$ cat src/rtl/multiplicador_4b_if.sv
// Button/display bundle for the interactive multiplier.
//   up, down, ok : active-low push-buttons (driven by the board/master side)
//   leds         : N-bit registered display value
//   done         : high while the product is on display
interface multiplicador_4b_if #(
  parameter int N = 4
);
  logic         up;
  logic         down;
  logic         ok;
  logic [N-1:0] leds;
  logic         done;

  modport master (output up, down, ok, input leds, done);
  modport slave  (input up, down, ok, output leds, done);
endinterface

$ cat src/rtl/multiplicador_4b.sv
// Interactive N-bit multiplier: operand A then B are edited with up/down
// buttons and confirmed with ok. A shift-add engine then forms the 2N-bit
// product in N cycles, and the product is shown as a high nibble, then a
// low nibble.
// Ports:
//   clk  : system clock, all state on rising edge
//   rst  : synchronous reset, active-high
//   bus  : slave side of multiplicador_4b_if (buttons in, leds/done out)
module multiplicador_4b #(
  parameter int N = 4
) (
  input  logic                clk,
  input  logic                rst,
  multiplicador_4b_if.slave   bus
);

  localparam int CW = (N > 1) ? $clog2(N) : 1;

  typedef enum logic [2:0] {
    S_A    = 3'd0,
    S_B    = 3'd1,
    S_CALC = 3'd2,
    S_HI   = 3'd3,
    S_LO   = 3'd4
  } state_t;

  state_t          state, state_n;
  logic [N-1:0]    a, a_n, b, b_n;
  logic [2*N-1:0]  acc, acc_n, mcand, mcand_n, product, product_n, sum;
  logic [N-1:0]    mplier, mplier_n;
  logic [CW-1:0]   cnt, cnt_n;
  logic [N-1:0]    leds, leds_n;
  logic            done, done_n;

  // Button conditioning: buttons are active-low; an event fires only on the
  // first cycle a press is seen, so a long hold counts once.
  logic up_p, dn_p, ok_p;
  logic up_prev, dn_prev, ok_prev;
  logic up_ev, dn_ev, ok_ev;

  assign up_p  = ~bus.up;
  assign dn_p  = ~bus.down;
  assign ok_p  = ~bus.ok;
  assign up_ev = up_p & ~up_prev;
  assign dn_ev = dn_p & ~dn_prev;
  assign ok_ev = ok_p & ~ok_prev;

  assign bus.leds = leds;
  assign bus.done = done;

  always_ff @(posedge clk) begin
    if (rst) begin
      // Loading prev with the live press keeps a button held across reset
      // release from producing an event.
      up_prev <= up_p;
      dn_prev <= dn_p;
      ok_prev <= ok_p;
      state   <= S_A;
      a       <= '0;
      b       <= '0;
      acc     <= '0;
      mcand   <= '0;
      mplier  <= '0;
      cnt     <= '0;
      product <= '0;
      leds    <= '0;
      done    <= 1'b0;
    end else begin
      up_prev <= up_p;
      dn_prev <= dn_p;
      ok_prev <= ok_p;
      state   <= state_n;
      a       <= a_n;
      b       <= b_n;
      acc     <= acc_n;
      mcand   <= mcand_n;
      mplier  <= mplier_n;
      cnt     <= cnt_n;
      product <= product_n;
      leds    <= leds_n;
      done    <= done_n;
    end
  end

  always_comb begin
    state_n   = state;
    a_n       = a;
    b_n       = b;
    acc_n     = acc;
    mcand_n   = mcand;
    mplier_n  = mplier;
    cnt_n     = cnt;
    product_n = product;
    sum       = mplier[0] ? acc + mcand : acc;

    case (state)
      S_A: begin
        // ok wins over up/down; simultaneous up+down cancel out.
        if (ok_ev)               state_n = S_B;
        else if (up_ev & ~dn_ev) a_n = a + N'(1);
        else if (dn_ev & ~up_ev) a_n = a - N'(1);
      end
      S_B: begin
        if (ok_ev) begin
          state_n  = S_CALC;
          acc_n    = '0;
          mcand_n  = {{N{1'b0}}, a};
          mplier_n = b;
          cnt_n    = '0;
        end
        else if (up_ev & ~dn_ev) b_n = b + N'(1);
        else if (dn_ev & ~up_ev) b_n = b - N'(1);
      end
      S_CALC: begin
        acc_n    = sum;
        mcand_n  = mcand << 1;
        mplier_n = mplier >> 1;
        cnt_n    = cnt + CW'(1);
        if (cnt == CW'(N - 1)) begin
          product_n = sum;
          state_n   = S_HI;
        end
      end
      S_HI: if (ok_ev) state_n = S_LO;
      S_LO: if (ok_ev) state_n = S_A;
      default: state_n = S_A;
    endcase

    // Display follows the state being entered so it updates on the same edge.
    case (state_n)
      S_A:     leds_n = a_n;
      S_B:     leds_n = b_n;
      S_HI:    leds_n = product_n[2*N-1:N];
      S_LO:    leds_n = product_n[N-1:0];
      default: leds_n = '0;
    endcase
    done_n = (state_n == S_HI) || (state_n == S_LO);
  end

endmodule

$ cat src/flat_wrapper.sv
// flat-port wrapper written by rule: the top's interface ports become plain ports
module multiplicador_4b_flat 
#(
  parameter int N = 4
)
  (clk, rst, bus_up, bus_down, bus_ok, bus_leds, bus_done);
  multiplicador_4b_if #(.N(N)) bus_i ();
  input  logic clk;
  input  logic rst;
  input wire logic [$bits(bus_i.up)-1:0] bus_up;
  input wire logic [$bits(bus_i.down)-1:0] bus_down;
  input wire logic [$bits(bus_i.ok)-1:0] bus_ok;
  output wire logic [$bits(bus_i.leds)-1:0] bus_leds;
  output wire logic [$bits(bus_i.done)-1:0] bus_done;
  assign bus_i.up = bus_up;
  assign bus_i.down = bus_down;
  assign bus_i.ok = bus_ok;
  assign bus_leds = bus_i.leds;
  assign bus_done = bus_i.done;
  multiplicador_4b #(.N(N)) u_core (.clk(clk), .rst(rst), .bus(bus_i));
endmodule
$ cat config.mk
export PLATFORM = sky130hd
export DESIGN_NAME = multiplicador_4b_flat
export DESIGN_NICKNAME = d
export VERILOG_FILES = /design/src/rtl/multiplicador_4b_if.sv /design/src/rtl/multiplicador_4b.sv /design/src/flat_wrapper.sv
export SDC_FILE = /design/constraint.sdc
export NUM_CORES = 1
export LEC_CHECK = 0
export ABC_AREA = 1
export CELL_PAD_IN_SITES_DETAIL_PLACEMENT = 1
export CELL_PAD_IN_SITES_GLOBAL_PLACEMENT = 1
export CORE_UTILIZATION = 40
export CTS_CLUSTER_DIAMETER = 150
export DETAILED_ROUTE_END_ITERATION = 7
export GPL_ROUTABILITY_DRIVEN = 0
export PLACE_DENSITY_LB_ADDON = 0.12
export SETUP_SLACK_MARGIN = 0.05
export SLEW_MARGIN = 20
export SYNTH_ARGS = -nofsm -noshare
export SYNTH_HDL_FRONTEND = slang
export SYNTH_SLANG_ARGS = --single-unit
$ cat constraint.sdc
create_clock -name clk -period 4 [get_ports clk]
set_input_delay 0.8 -clock clk [delete_from_list [all_inputs] [get_ports clk]]
set_output_delay 0.8 -clock clk [all_outputs]
set_load 0.005 [all_outputs]
### After elaboration in Yosys (flattened, before gate mapping)

Cells that the tools add are included.

| word-level totals | value |
|---|---|
| RAM bits | 0 |
| output and inout bits | 5 |
| memories kept | 0 |
| register bits | 49 |
| memory bits (read-only) | 0 |
| input bits | 5 |
| bits in latches | 0 |
| word-level logic and storage cells | 72 |

| cells by class | value |
|---|---|
| bitwise gates (word level) | 13 |
| div/mod/pow operators | 0 |
| mux-type cells | 26 |
| equal/unequal tests | 9 |
| order comparisons | 0 |
| $mul | 0 |
| reductions and logical operators | 5 |
| $add $sub $neg | 6 |
| shift-type cells | 0 |

Operators with widths:

| cell | count |
|---|---|
| 8-bit 2-to-1 mux | 5 |
| 4-bit 2-to-1 mux | 9 |
| 8-bit case mux with 2 select lines | 2 |
| 4-bit case mux with 4 select lines | 1 |
| 3-bit 2-to-1 mux | 5 |
| 3-bit case mux with 5 select lines | 1 |
| 3-bit by 2-bit == test with 1-bit output (second input constant) | 3 |
| 4-bit by 1-bit adder with 4-bit output (second input constant) | 2 |
| 8-bit adder | 1 |
| 1-bit NOT | 8 |
| 4-bit case mux with 2 select lines | 1 |
| 4-bit by 1-bit subtractor with 4-bit output (second input constant) | 2 |
| 3-bit by 1-bit == test with 1-bit output (second input constant) | 2 |
| 3-bit == test (second input constant) | 2 |
| 3-bit zero test | 2 |
| 1-bit AND | 5 |
| 2-bit case mux with 2 select lines | 1 |
| 2-bit by 1-bit adder with 2-bit output (second input constant) | 1 |
| 2-bit == test (second input constant) | 1 |
| 2-bit 2-to-1 mux | 1 |
| 2-bit by 1-bit != test with 1-bit output (second input constant) | 1 |
| 2-bit AND reduction | 1 |
| 2-bit nonzero test | 1 |
| 1-bit logical OR | 1 |

### Logic depth before layout (Yosys ltp)

| depth | value |
|---|---|
| word-level depth | 9 |
| depth in mapped cells | 13 |
| depth with buffers taken out | 13 |

### Least setup slack after synthesis

OpenSTA, ideal clock, no wires.

| timing path | value |
|---|---|
| path type | input to register |
| start | in bus_down |
| end | reg u_core.leds[2] (netlist: u_core.bus.leds[2]) |
| path slack | 2155 ps |
| stages on the path | 8 |
| required time | 3868 ps |
| path buffers | 0 |
| data arrival time | 1713 ps |
| setup time | 132 ps |
| cell sequence | nor2_1 nand2_1 nand2_1 nand2_2 o21ai_0 a21boi_2 nor2_1 a21oi_2 |

| on the way | value |
|---|---|
| cells in the longest elaborated chain, start to end | 8 |
| elaborated cells on any way between the ends | 14 |
| classes of those cells | 9 x mux; 5 x bitwise |

RTL lines:

| element | RTL line | text |
|---|---|---|
| start, declared | flat_wrapper.sv:11 | `input wire logic [$bits(bus_i.down)-1:0] bus_down;` |
| 1-bit NOT * | multiplicador_4b.sv:42 | `assign dn_p = ~bus.down;` |
| 1-bit AND * | multiplicador_4b.sv:45 | `assign dn_ev = dn_p & ~dn_prev;` |
| 1-bit AND or 1-bit NOT (tied branches) | -- |  |
| 4-bit 2-to-1 mux (tied with other cells) | multiplicador_4b.sv:112 | `else if (dn_ev & ~up_ev) b_n = b - N'(1);` |
| 4-bit 2-to-1 mux (on tied branches) | multiplicador_4b.sv:111, multiplicador_4b.sv:100 |  |
| 4-bit 2-to-1 mux (on tied branches) | multiplicador_4b.sv:104, multiplicador_4b.sv:99 |  |
| 4-bit 2-to-1 mux | multiplicador_4b.sv:96 | `case (state)` |
| 4-bit case mux with 4 select lines * | multiplicador_4b.sv:130 | `case (state_n)` |
| end signal, assigned | multiplicador_4b.sv:80 | `leds <= leds_n;` |
| end, declared | multiplicador_4b.sv:32 | `logic [N-1:0] leds, leds_n;` |

Mark *: on every way between the ends. The rest lies on a longest branch, timed or not.
A chain may end at the register's enable or synchronous reset.

### Worst setup path in the final report

| timing path | value |
|---|---|
| start | in bus_ok |
| end | reg u_core.leds[3] (netlist: u_core.bus.leds[3]) |

| on the way | value |
|---|---|
| cells in the longest elaborated chain, start to end | 6 |
| elaborated cells on any way between the ends | 16 |
| classes of those cells | 3 x eq/ne; 10 x mux; 2 x bitwise; 1 x reduce/logical |

RTL lines:

| element | RTL line | text |
|---|---|---|
| start, declared | flat_wrapper.sv:12 | `input wire logic [$bits(bus_i.ok)-1:0] bus_ok;` |
| 1-bit NOT * | multiplicador_4b.sv:43 | `assign ok_p = ~bus.ok;` |
| named net u_core.ok_p | multiplicador_4b.sv:37 | `logic up_p, dn_p, ok_p;` |
| 1-bit AND * | multiplicador_4b.sv:46 | `assign ok_ev = ok_p & ~ok_prev;` |
| 3-bit 2-to-1 mux (on tied branches) | -- |  |
| 3-bit case mux with 5 select lines | multiplicador_4b.sv:96 |  |
| 3-bit == test (tied with other cells) | multiplicador_4b.sv:130 |  |
| 4-bit case mux with 4 select lines * | multiplicador_4b.sv:130 |  |

The timed path passes the listed nets; every way through them passes the cells marked *.

==> flow_summary.json <==
{
  "antenna_found_initial": 0,
  "synth_area_per_cell_um2": 6.993,
  "final_cells": 473,
  "rsz0062_at_grt": "false",
  "ir_drop_uv": 170.3,
  "first_iter_violations": 98,
  "fp.dieArea_um2": 7099,
  "r2r-end": "u_core.bus.leds[0]",
  "start_kind": "input port",
  "hold_path_class": "reg -> reg",
  "critPathMaxFanout": 4,
  "clk_latency_ps": 310,
  "drtPass1Iterations": 4,
  "cp-startpoint": "bus_ok",
  "multi_input_area_um2": 1510,
  "final_max_slew_viol_count": 0,
  "finalNetCount": 413,
  "num_antenna_cells": 0,
  "synth_cells": 387,
  "pwr-share-comb": 0.153,
  "gr-total-overflow": 0,
  "p_leak_nw": 1.247,
  "pwr-share-clk": 0.305,
  "rrSetupSlack_ps": 1790,
  "placed_cells": 465,
  "post_drt_wl_per_cell_um": 14.18,
  "clk_pin_slew_ps": 90,
  "coreArea_um2": 6422,
  "seq_area_um2": 980.9,
  "status": "finished clean",
  "dpl.hpwl_mm": 5.248,
  "async_flop_share": 0,
  "cts-root-buf": "clkbuf_8",
  "p_int_mw": 0.6826,
  "synth_top_cell_area_share": 0.3625,
  "postCtsSetupBuffers": 0,
  "ys_warn_count": 0,
  "setup_viol_count_final": 0,
  "synth_area_um2": 2706,
  "initial_core_util": 0.4214,
  "htree_levels": 2,
  "p_per_area_nw_per_um2": 327.8,
  "synthFlopType": "dfxtp_1",
  "ys_top_cells_by_count": "nand2_1 (121), dfxtp_1 (49), inv_1 (37)",
  "cts_sinks": 49,
  "yosysSeqAreaShare": 0.3625,
  "grt_usage": 0.2074,
  "hold_viol": 0,
  "synth.distinct_cells": 37,
  "drive_above_1_share": 0.1237,
  "max_freq_ghz": 0.4141,
  "yosysMostFrequentCell": "nand2_1",
  "period_minus_slack_ps": 2415,
  "switching_power_mw": 0.2828,
  "synth_top_cell_by_area": "dfxtp_1",
  "grt_pass1_wl_mm": 11.67,
  "sw_frac_of_total": 0.2929,
  "r2r_cells": 13,
  "synth-edff-count": 0,
  "cts_buffer_depth": 2,
  "max-cap-violations": 0,
  "cp.arrival_ps": 2610,
  "numPortBuffers": 9,
  "ios": 10,
  "drc": 0,
  "seq_power_share": 0.542,
  "synthTopCellsByArea": "dfxtp_1 (36%), nand2_1 (17%), a21oi_1 (5.7%)",
  "critical_path_required_ps": 4200,
  "worst_pin_slew_ps": 771.5,
  "areaGrowthSynthToFinish_pct": 8.830,
  "skew_ps": 11.44,
  "final_antenna_net_count": 0,
  "syn_nets": 405,
  "fillers": 857,
  "slew_headroom": 0.4840,
  "synth_seq_cells": 49,
  "grt_pass1_vias": 2488,
  "die_w_um": 84.26,
  "endpoint_kind": "flop",
  "num_rows": 29,
  "timing.setup.tns_ps": 0,
  "grt_max_degree": 25,
  "routed_wl_mm": 6.707,
  "cts-hold-fix-buffers": 0,
  "timing.final.crit_share": 0.6037,
  "r2r-start": "u_core.acc[0]",
  "cts_tree": "built",
  "viasPerCell": 5.057,
  "critPathKind": "in -> reg",
  "cts_resized": 0,
  "cts_buffers": 5,
  "dieHeight_um": 84.26,
  "vias": 2392,
  "crit_end": "u_core.bus.leds[3]"
}
## metrics by stage
step	total power [mW]	instance area [µm²]	setup slack, ps	util	hold WS (ps)
final	0.9654	2945	1585	0.4586	472.9
after detailed placement	0.6841	2858	1259	0.4450	463.8
after global routing	1.020	2945	1381	0.4586	504.6
after global placement	0.6816	2858	1298	0.4450	457.3
after CTS	0.9767	2945	1588	0.4586	476.1
after floorplan	0.6366	2706	2155	-	428.5
## state kept, by name, indices dropped and copies added (netlist names)
name and count:
u_core.dn_prev 1, u_core.cnt 2, u_core.bus.done 1, u_core.bus.leds 4, u_core.acc 8, u_core.mcand 8
u_core.up_prev 1, u_core.a 4, u_core.product 8, u_core.mplier 4, u_core.state 3, u_core.b 4
u_core.ok_prev 1
## power by group through the flow
stage | clock, mW | sequential, mW | combinational, mW
global placement | 0 | 0.534 | 0.148
finish | 0.295 | 0.523 | 0.148
detailed placement | 0 | 0.535 | 0.149
global route | 0.325 | 0.526 | 0.169
CTS | 0.303 | 0.523 | 0.150
floorplan | 0 | 0.528 | 0.108
## layout by cell type (no fill, tap or decap), types with 3 or more instances in the layout
cell	netlist	layout
a21oi_1	31	31
a21oi_2	4	4
a31oi_1	3	3
clkbuf_8	0	5
clkdlybuf4s50_1	0	9
dfxtp_1	49	49
ha_1	12	12
inv_1	37	37
inv_2	7	7
nand2_1	121	121
nand2_2	5	5
nand3_1	20	20
nand3_2	3	3
nand3b_1	5	5
nor2_1	31	31
nor2_2	3	3
nor2_4	5	5
o21ai_0	12	12
o21ai_1	3	3
or2_2	7	7
## routing by layer
layer  GRT usage  up-vias  wire length, µm
li1            -     1243                -
met1      0.2732     1128             3438
met2      0.3525       15             3089
met3     0.03638        6              112
met4     0.05172        0               67
met5           0        -                0
## how the worst min path moves through the flow
| stage | start | end | cells after the start |
|---|---|---|---|
| 2_1_floorplan | u_core.cnt[0] | u_core.cnt[0] | 1 |
| 3_3_place_gp | u_core.cnt[0] | u_core.cnt[0] | 1 |
| 3_5_place_dp | u_core.mplier[3] | u_core.mplier[3] | 2 |
| 4_1_cts | u_core.mplier[3] | u_core.mplier[3] | 2 |
| 5_1_grt | u_core.mplier[3] | u_core.mplier[3] | 2 |
| 6_report | u_core.mplier[3] | u_core.mplier[3] | 2 |
## final cells by class
cell class,instances,share of cell area
multi-input cells,283,0.5127
well taps,77,0.03271
flip-flops and latches,49,0.3331
clock inverters,2,0.005098
clock buffers,6,0.02464
inverters,46,0.05862
repair buffers,10,0.03314
## critical path, cell delays in order
cell             delay, ps
clkdlybuf4s50_1        520
inv_1                   70
nand2_1                150
nand3_1                190
a21oi_1                280
nand2_1                 90
nand2_1                 90
nand2_1                 60
nand2_1                 50
nand2_1                 60
nor2_1                 150
a21oi_2                 70
## kinds of logic (layout without fill, tap and decap cells)
| family | count (synthesis) | count (layout) | share of synthesized area |
|---|---|---|---|
| mux | 1 | 1 | 0.003699 |
| simple gates | 206 | 206 | 0.3546 |
| compound gates | 60 | 60 | 0.1271 |
| fa+ha+maj | 13 | 13 | 0.06287 |
| buf+inv | 55 | 64 | 0.07952 |
| xor+xnor | 3 | 3 | 0.009711 |
| flops | 49 | 49 | 0.3625 |
(Power assumes the default switching activity.)
